## config.mk

```make
export PLATFORM = sky130hd
export DESIGN_NAME = spi_slave_32bit
export DESIGN_NICKNAME = d
export VERILOG_FILES = /design/src/rtl/spi_slave_32bit.sv
export SDC_FILE = /design/constraint.sdc
export NUM_CORES = 1
export LEC_CHECK = 0
export BUFFER_PORTS_ARGS = -buffer_cell sky130_fd_sc_hd__buf_2
export CORE_MARGIN = 1.5
export CORE_UTILIZATION = 45
export DETAILED_ROUTE_END_ITERATION = 12
export PLACE_DENSITY = 0.65
export SLEW_MARGIN = 25
export SYNTH_ARGS = -nofsm -noshare
export SYNTH_HDL_FRONTEND = slang
export SYNTH_SLANG_ARGS = --single-unit
export TNS_END_PERCENT = 1
```

## constraint.sdc

```tcl
create_clock -name clk -period 3.3 [get_ports clk]
set_clock_uncertainty 0.2 [all_clocks]
set_input_delay 0.33 -clock clk [delete_from_list [all_inputs] [get_ports clk]]
set_output_delay 0.33 -clock clk [all_outputs]
set_load 0.02 [all_outputs]
```

## src/rtl/spi_slave_32bit.sv

```systemverilog
// SPI mode-0 slave carrying the pitch/yaw command and telemetry exchange.
// The SPI pins are oversampled in the clk domain. Edges are found by comparing
// the last two synchronised samples. A full 32-bit frame is committed
// atomically to the PWM command outputs when chip select rises.
module spi_slave_32bit #(
   parameter int DATA_W      = 16,
   parameter int SYNC_STAGES = 2
) (
   input  logic              clk,
   input  logic              rst,
   input  logic              SPI_CLK,
   input  logic              SPI_PICO,
   input  logic              SPI_CS,
   output logic              SPI_POCI,
   input  logic [DATA_W-1:0] pitch_data,
   input  logic [DATA_W-1:0] yaw_data,
   output logic [DATA_W-1:0] pitch_pwm,
   output logic [DATA_W-1:0] yaw_pwm
);

   localparam int FRAME_W = 2 * DATA_W;
   // The counter saturates at FRAME_W+1; that value marks an overrun frame.
   localparam int CNT_W   = $clog2(FRAME_W + 2);
   localparam logic [CNT_W-1:0] CNT_FULL = CNT_W'(FRAME_W);
   localparam logic [CNT_W-1:0] CNT_OVR  = CNT_W'(FRAME_W + 1);

   // Synchroniser chains. Index SYNC_STAGES-1 is the oldest, fully synchronised sample.
   logic [SYNC_STAGES-1:0] clk_sync_q;
   logic [SYNC_STAGES-1:0] cs_sync_q;
   logic [SYNC_STAGES-1:0] pico_sync_q;
   logic                   clk_prev_q;
   logic                   cs_prev_q;

   logic clk_s, cs_s, pico_s;
   logic clk_rise, clk_fall, cs_rise, cs_fall;

   logic [FRAME_W-1:0] rx_shift_q, rx_shift_d;
   logic [FRAME_W-1:0] tx_shift_q, tx_shift_d;
   logic [CNT_W-1:0]   bit_cnt_q, bit_cnt_d;
   logic [DATA_W-1:0]  pitch_pwm_q, pitch_pwm_d;
   logic [DATA_W-1:0]  yaw_pwm_q, yaw_pwm_d;

   // Synchronise the SPI pins. Reset values match the idle bus: CS high, CLK low.
   always_ff @(posedge clk or negedge rst) begin
      if (!rst) begin
         clk_sync_q  <= '0;
         cs_sync_q   <= '1;
         pico_sync_q <= '0;
         clk_prev_q  <= 1'b0;
         cs_prev_q   <= 1'b1;
      end else begin
         clk_sync_q  <= {clk_sync_q[SYNC_STAGES-2:0], SPI_CLK};
         cs_sync_q   <= {cs_sync_q[SYNC_STAGES-2:0], SPI_CS};
         pico_sync_q <= {pico_sync_q[SYNC_STAGES-2:0], SPI_PICO};
         clk_prev_q  <= clk_sync_q[SYNC_STAGES-1];
         cs_prev_q   <= cs_sync_q[SYNC_STAGES-1];
      end
   end

   // Edge detection on the synchronised samples.
   always_comb begin
      clk_s    = clk_sync_q[SYNC_STAGES-1];
      cs_s     = cs_sync_q[SYNC_STAGES-1];
      pico_s   = pico_sync_q[SYNC_STAGES-1];
      clk_rise = clk_s & ~clk_prev_q;
      clk_fall = ~clk_s & clk_prev_q;
      cs_rise  = cs_s & ~cs_prev_q;
      cs_fall  = ~cs_s & cs_prev_q;
   end

   // Frame datapath. A CS fall outranks any clock edge seen in the same cycle.
   // tx_shift is cleared on CS rise, so POCI reads 0 between frames.
   always_comb begin
      rx_shift_d  = rx_shift_q;
      tx_shift_d  = tx_shift_q;
      bit_cnt_d   = bit_cnt_q;
      pitch_pwm_d = pitch_pwm_q;
      yaw_pwm_d   = yaw_pwm_q;
      if (cs_fall) begin
         tx_shift_d = {pitch_data, yaw_data};
         rx_shift_d = '0;
         bit_cnt_d  = '0;
      end else if (cs_rise) begin
         tx_shift_d = '0;
         if (bit_cnt_q == CNT_FULL) begin
            pitch_pwm_d = rx_shift_q[FRAME_W-1:DATA_W];
            yaw_pwm_d   = rx_shift_q[DATA_W-1:0];
         end
      end else if (!cs_s) begin
         if (clk_rise) begin
            rx_shift_d = {rx_shift_q[FRAME_W-2:0], pico_s};
            if (bit_cnt_q != CNT_OVR) begin
               bit_cnt_d = bit_cnt_q + CNT_W'(1);
            end
         end
         if (clk_fall) begin
            tx_shift_d = {tx_shift_q[FRAME_W-2:0], 1'b0};
         end
      end
   end

   // Frame state and command registers.
   always_ff @(posedge clk or negedge rst) begin
      if (!rst) begin
         rx_shift_q  <= '0;
         tx_shift_q  <= '0;
         bit_cnt_q   <= '0;
         pitch_pwm_q <= '0;
         yaw_pwm_q   <= '0;
      end else begin
         rx_shift_q  <= rx_shift_d;
         tx_shift_q  <= tx_shift_d;
         bit_cnt_q   <= bit_cnt_d;
         pitch_pwm_q <= pitch_pwm_d;
         yaw_pwm_q   <= yaw_pwm_d;
      end
   end

   assign SPI_POCI  = tx_shift_q[FRAME_W-1];
   assign pitch_pwm = pitch_pwm_q;
   assign yaw_pwm   = yaw_pwm_q;

endmodule

```

==> run metrics, run 1 <==
Critical Path Source bit_cnt_q[3]; yosys synthesis warning count 0; P&R area growth vs syn 13.2%; Cell Area, Synth 0.00499 sq mm; Async S/R FF share, synth 100%; gpl congestion 0.801; Hold Vio Cnt, Final 0; cell taking the most area after synthesis dfrtp_1; Max Fclk 422 MHz; number of synthesized flops with an enable pin 0; row count 38; DP Wirelength 5970 um; CP startpoint kind register; Clk pin slew, worst setup/hold paths 0.11 ns; top cells by count, synth dfrtp_1 (107), mux2i_1 (52), nand2_1 (52); Avg WL per Cell 15.3 um; CP Depth 4; CP required 3.37 ns; peak supply drop 228 uV; CTS tree done; Arrival @ worst endpoint 2.44 ns; Die W 108 um; initial antenna violation count 0; total CTS buffers 9; Max Cap Violations 0; CP Buf/Inv Count 1; Die Y 108 um; core area 0.0108 sq mm; clock sinks 110; first-pass GRT wire length 15800 um; R2R Setup Slk 0.93 ns; Crit path max-delay family simple AND/OR/NAND/NOR gates; crit end category register; CP peak stage delay 0.48 ns; RSZ-0062 raised after global routing no; # setup viols final 0; min Tclk post-route 2.37 ns; Post-route DRC 0; Yosys top cell area share 53.6%; gr usage total 17.0%; vias in the first global route 3233; Mapped Nets 434; number of port buffers 69; Setup TNS 0 ns; CP cell instances nor4b_4 -> and4_2 -> buf_4 -> mux2_2; post-route cell area 0.00565 sq mm; Cells after Synth 394; Crit Path Max Fanout 32; H-Tree Depth 3; GRT Residual Overflow 0; Worst Tran Pin Value 0.771 ns; iteration-0 DRC count of the detailed router 197; clk buf depth 2; DRT Pass-1 Iters 5; Layout Nets 499; status finished clean; fin util 52.1%; CP Capture Point yaw_pwm[15]; Die Area 0.0117 sq mm; syn avg cell area 12.7 sq um; DRT Wirelength 9230 um; RR Endpoint yaw_pwm[15]; top-count cell post-synth dfrtp_1; Setup Crit Path Kind register to register; largest cells by area after synthesis dfrtp_1 (54%), mux2i_1 (10%), mux2_4 (9.0%); register area share after synthesis 55.2%; P_leak 0.00271 uW; ANT nets after route 0; dominant synthesized flop cell dfrtp_1; max-slew violation count 0; largest net degree at the start of global routing 81; CTS resizes 0; number of fill cells 976; drt via density 5.35; Starting Density 46.1%; Slowest-stage cell, CP buf_4; clk_lat worst skew 0.37 ns; Final period util 71.8%; FF-to-FF path depth 4; Distinct cells, synth 41; RR Startpoint bit_cnt_q[3]; share of cells above drive strength 1 31.7%; Pwr Density 436 mW/mm^2; Placed Instance Area 0.00541 sq mm; Root Buffer clkbuf_8; Slew HR 48.4%; n_diodes 0; via count 3229; Worst Hold Class primary input to register; io pins 70; #FFs+latches synth 110
[area by class of cell]
class | instances | area [sq um] | area share, %
Sequential cell | 110 | 2760 | 48.8
Multi-Input combinational cell | 250 | 2040 | 36.1
Timing Repair Buffer | 82 | 459 | 8.12
Tap cell | 140 | 175 | 3.10
Clock buffer | 9 | 124 | 2.19
Clock inverter | 7 | 77.6 | 1.37
Inverter | 6 | 22.5 | 0.398
[per-stage QoR]
stage | setup WS (ns) | hold slack, ns | power, uW | cells
2_1_floorplan | 1.37 | -0.166 | 1600 | 394
3_3_place_gp | 0.991 | 0.135 | 1680 | 584
3_5_place_dp | 0.948 | 0.139 | 1690 | 584
4_1_cts | 0.947 | 0.0205 | 2510 | 604
5_1_grt | 0.846 | 0.0428 | 2600 | 604
6_report | 0.931 | 0.0384 | 2470 | 604
[state kept, by name, summed over array words and instances (netlist names)]
name,count
cs_prev_q,1
yaw_pwm,16
pico_sync_q,2
cs_sync_q,2
clk_sync_q,2
clk_prev_q,1
bit_cnt_q,6
rx_shift_q,32
tx_shift_q,32
pitch_pwm,16
[worst reg2reg max path, stage by stage (launching register included)]
cell and delay, ns:
dfrtp_1 0.46, nor4b_4 0.45, and4_2 0.27, buf_4 0.48, mux2_2 0.41
[repair_timing]
item                      CTS  global route
hold buffers                4             0
hold endpoints to repair   80             0
buffers inserted            0             0
[power breakdown]
part | leakage, uW | internal [uW] | total [uW] | switching [uW]
registers | 0.00148 | 1400 | 1440 | 46.7
logic | 0.00112 | 102 | 222 | 120
clock network | 0.000103 | 301 | 801 | 500
[cell usage in the layout (no fill, tap or decap), types with 2 or more instances in the layout]
cell type / count
buf_4: 9
inv_1: 5
o211ai_1: 2
nand2_1: 52
nand3_1: 3
a2111o_1: 2
a21oi_1: 20
clkbuf_8: 9
dfstp_2: 3
or4_1: 3
ha_1: 3
dlygate4sd3_1: 4
nand2b_1: 2
dfrtp_1: 107
inv_8: 2
a21o_1: 3
a22o_1: 12
mux2i_1: 52
mux2_2: 13
o22ai_1: 20
o21ai_0: 12
clkinv_8: 2
buf_2: 68
nor2_1: 3
o311ai_0: 2
nor4b_1: 2
mux2_4: 30
[per-layer routing]
| metal | vias to the layer above | track usage [%] | routed length (um) |
|---|---|---|---|
| met4 | 0 | 4.98 | 76 |
| met1 | 1609 | 24.0 | 4570 |
| met5 | - | 0 | 0 |
| met2 | 65 | 26.4 | 4250 |
| met3 | 7 | 3.50 | 331 |
| li1 | 1548 | - | - |
[kinds of logic (layout without fill, tap and decap cells)]
kind of cell	count (synthesis)	after routing	share of synthesized area (%)
flops	110	110	55.2
mux	95	95	22.4
compound gates	78	78	10.2
simple gates	74	74	7.34
buf+inv	34	104	4.16
fa+ha+maj	3	3	0.752
[worst min-delay path by stage]
| stage | start | to | slack, ns | depth (start not counted) |
|---|---|---|---|---|
| floorplan | rst | bit_cnt_q[0] | -0.17 | 0 |
| global placement | clk_sync_q[0] | clk_sync_q[1] | 0.13 | 0 |
| detailed placement | clk_sync_q[0] | clk_sync_q[1] | 0.14 | 0 |
| CTS | yaw_data[14] | tx_shift_q[14] | 0.02 | 3 |
| global route | pitch_data[0] | tx_shift_q[16] | 0.04 | 3 |
| finish | yaw_data[14] | tx_shift_q[14] | 0.04 | 3 |
Note: power is estimated with default switching activity, not from simulation.
==> run 2: changes to the inputs <==
ABC_AREA = 1   (was unset)
clock period = 2.2 ns   (was 3.3 ns; I/O delays follow)
==> run 2 against run 1 <==
Against the previous run: clock-buffer cell count is 1 higher; sequential power up 53%; critical endpoint is now tx_shift_q[19]; critical path depth is 2 higher; largest cell class unchanged; register-to-register slack lost 0.65 ns; routed wire length is 9.2% higher; hold slack worse by 0.026 ns; die area fell by 5.1%; final area rose by 1.0%.
==> run metrics, run 2 <==
number of fill cells 984 (+0.82%); commonest non-fill, non-tap cells in the layout nand2_1 (177), dfrtp_1 (107), buf_2 (68), inv_1 (59), nand3_1 (51); CP Buf/Inv Count 2 (+1); top-count cell post-synth nand2_1; syn avg cell area 8.39 sq um (-34%); iteration-0 DRC count of the detailed router 249 (+26%); n_diodes 0 (unchanged); first-pass GRT wire length 17500 um (+11%); Cells after Synth 564 (+43%); Die Y 106 um (-2.6%); GRT Residual Overflow 0 (unchanged); Worst Hold Path Cells 5 (+2); Slew HR 66.1% (+18 points); CP cell instances inv_2 -> nand2_2 -> nand3_2 -> inv_2 -> nand2_1 -> nand2_1; Worst Hold Class primary input to register; Most Crowded Layer GR met2; P_leak 0.00297 uW (+9.5%); FF/Latch Area 0.00276 sq mm (unchanged); Distinct cells, synth 20 (-51%); number of synthesized flops with an enable pin 0 (unchanged); Cell Area, Synth 0.00473 sq mm (-5.3%); Starting Density 46.0% (about the same); Worst Tran Pin Value 0.509 ns (-0.262 ns); dominant synthesized flop cell dfrtp_1; Regs by FF count rx_shift_q (32), tx_shift_q (32); R2R Setup Slk 0.28 ns (-0.65 ns); number of port buffers 69 (unchanged); initial antenna violation count 0 (unchanged); RR Startpoint cs_sync_q[1]; pre-CTS setup slack 0.324 ns (-0.624 ns); grt met2 use 32.0% (+5.6 points); Final period util 87.2% (+15 points); cell taking the most area after synthesis dfrtp_1; # setup viols final 0 (unchanged); largest net degree at the start of global routing 46 (-43%); status finished clean; peak supply drop 369 uV (+62%); Slowest-stage cell, CP dfstp_2; Crit Path Max Fanout 28 (-13%); vias in the first global route 3845 (+19%); Max Fclk 521 MHz (+24%); Crit path max-delay family simple AND/OR/NAND/NOR gates; ANT nets after route 0 (unchanged); max-slew violation count 0 (unchanged); CP peak stage delay 0.60 ns (+0.12 ns); Mapped Nets 604 (+39%); io pins 70 (unchanged); top cells by count, synth nand2_1 (177), dfrtp_1 (107), inv_1 (59); Die Area 0.0111 sq mm (-5.1%); H-Tree Depth 3 (unchanged); Setup TNS 0 ns (unchanged); total CTS buffers 9 (unchanged); clk buf depth 2 (unchanged); Finished Layout Cells 794 (+31%); met1 usage 26.0% (+2.0 points); DRT Pass-1 Iters 6 (+1); RSZ-0062 raised after global routing no; register area share after synthesis 58.3% (+3.1 points); Root Buffer clkbuf_8; postcts setup bufs 0 (unchanged); Setup Crit Path Kind register to register; min Tclk post-route 1.92 ns (-0.451 ns); FF-to-FF path depth 6 (+2); yosys synthesis warning count 0 (unchanged); Max Cap Violations 0 (unchanged); crit end category register; Yosys top cell area share 56.6% (+3.0 points); Placed Cells 753 (+29%); total power 3810 uW (+54%); CP required 2.30 ns (-1.07 ns); DP Wirelength 6550 um (+9.7%); Hold Crit Start pitch_data[1]; Layout Nets 693 (+39%); RR Endpoint tx_shift_q[19]; row count 37 (-2.6%); Hold Vio Cnt, Final 0 (unchanged); commonest non-fill, non-tap cell in the layout nand2_1; Async S/R FF share, synth 100% (unchanged); drt via density 4.81 (-10%); worst setup margin 0.282 ns (-0.649 ns); area of the multi-input gates 0.00160 sq mm (-21%); gpl congestion 0.752 (-6.1%); CP startpoint kind register; core area 0.0103 sq mm (-5.2%); end of the worst hold path tx_shift_q[17]; #FFs+latches synth 110 (unchanged); Post-route DRC 0 (unchanged); CTS tree done; Arrival @ worst endpoint 2.02 ns (-0.42 ns); met3 global-route usage 3.77% (+0.28 points); DRT Wirelength 10100 um (+9.2%); clock sinks 110 (unchanged); Pwr Density 666 mW/mm^2 (+53%); gr usage total 19.2% (+2.2 points); P&R area growth vs syn 20.7%; clk_lat worst skew 0.36 ns (about the same); tightest hold margin 0.0121 ns (-0.0262 ns); via count 3822 (+18%); CTS hold repair buffers 25 (+21); CTS resizes 0 (unchanged); largest cells by area after synthesis dfrtp_1 (57%), nand2_1 (14%), nand3_1 (5.4%); Avg WL per Cell 12.7 um (-17%); Die W 106 um (-2.6%); Clk pin slew, worst setup/hold paths 0.11 ns (about the same); share of cells above drive strength 1 16.6% (-15 points)
## run 2: worst max path at each step
stage | startpoint | endpoint | slack, ns | cells after the start
2_1_floorplan | cs_sync_q[1] | tx_shift_q[14] | 0.70 | 7
3_3_place_gp | cs_sync_q[1] | tx_shift_q[18] | 0.37 | 6
3_5_place_dp | cs_sync_q[1] | tx_shift_q[2] | 0.32 | 6
4_1_cts | cs_sync_q[1] | tx_shift_q[19] | 0.30 | 6
5_1_grt | cs_sync_q[1] | tx_shift_q[1] | 0.13 | 6
6_report | cs_sync_q[1] | tx_shift_q[19] | 0.28 | 6
## run 2: cell families after synthesis
family / after synthesis / synth area share (%)
and+or+nand+nor: 271 / 23.5
DFF: 110 / 58.3
buffers and inverters: 91 / 7.83
AOI/OAI and AO/OA: 87 / 9.20
adders and majority gates: 3 / 0.794
xor gates and xnor gates: 2 / 0.370
## run 2: through the flow
step / cell area, sq um / utilization (%)
6_report: 5710 / 55.6
2_1_floorplan: 4730 / -
5_1_grt: 5710 / 55.6
3_3_place_gp: 5270 / 51.3
4_1_cts: 5710 / 55.6
3_5_place_dp: 5270 / 51.3
## run 2: area by class of cell
class	instances	share of cell area, %
Clock inverter	6	1.10
Inverter	62	4.07
Tap cell	136	2.98
Multi-Input combinational cell	363	28.1
Timing Repair Buffer	107	13.3
Sequential cell	110	48.3
Clock buffer	10	2.23
## run 2: report_power, final
part / internal (uW) / switching (uW)
Combinational: 172 / 261
Clock: 445 / 729
Sequential: 2130 / 63.0
## run 2: worst reg2reg max path, stage by stage (launching register included)
cell and delay, ns:
dfstp_2 0.60, inv_2 0.04, nand2_2 0.26, nand3_2 0.14, inv_2 0.40, nand2_1 0.14
nand2_1 0.09
## run 2: metal layers
layer	share of wire, %	up-vias
met5	0	-
li1	-	1942
met4	0.48	0
met3	4.4	6
met1	47	1799
met2	48	75
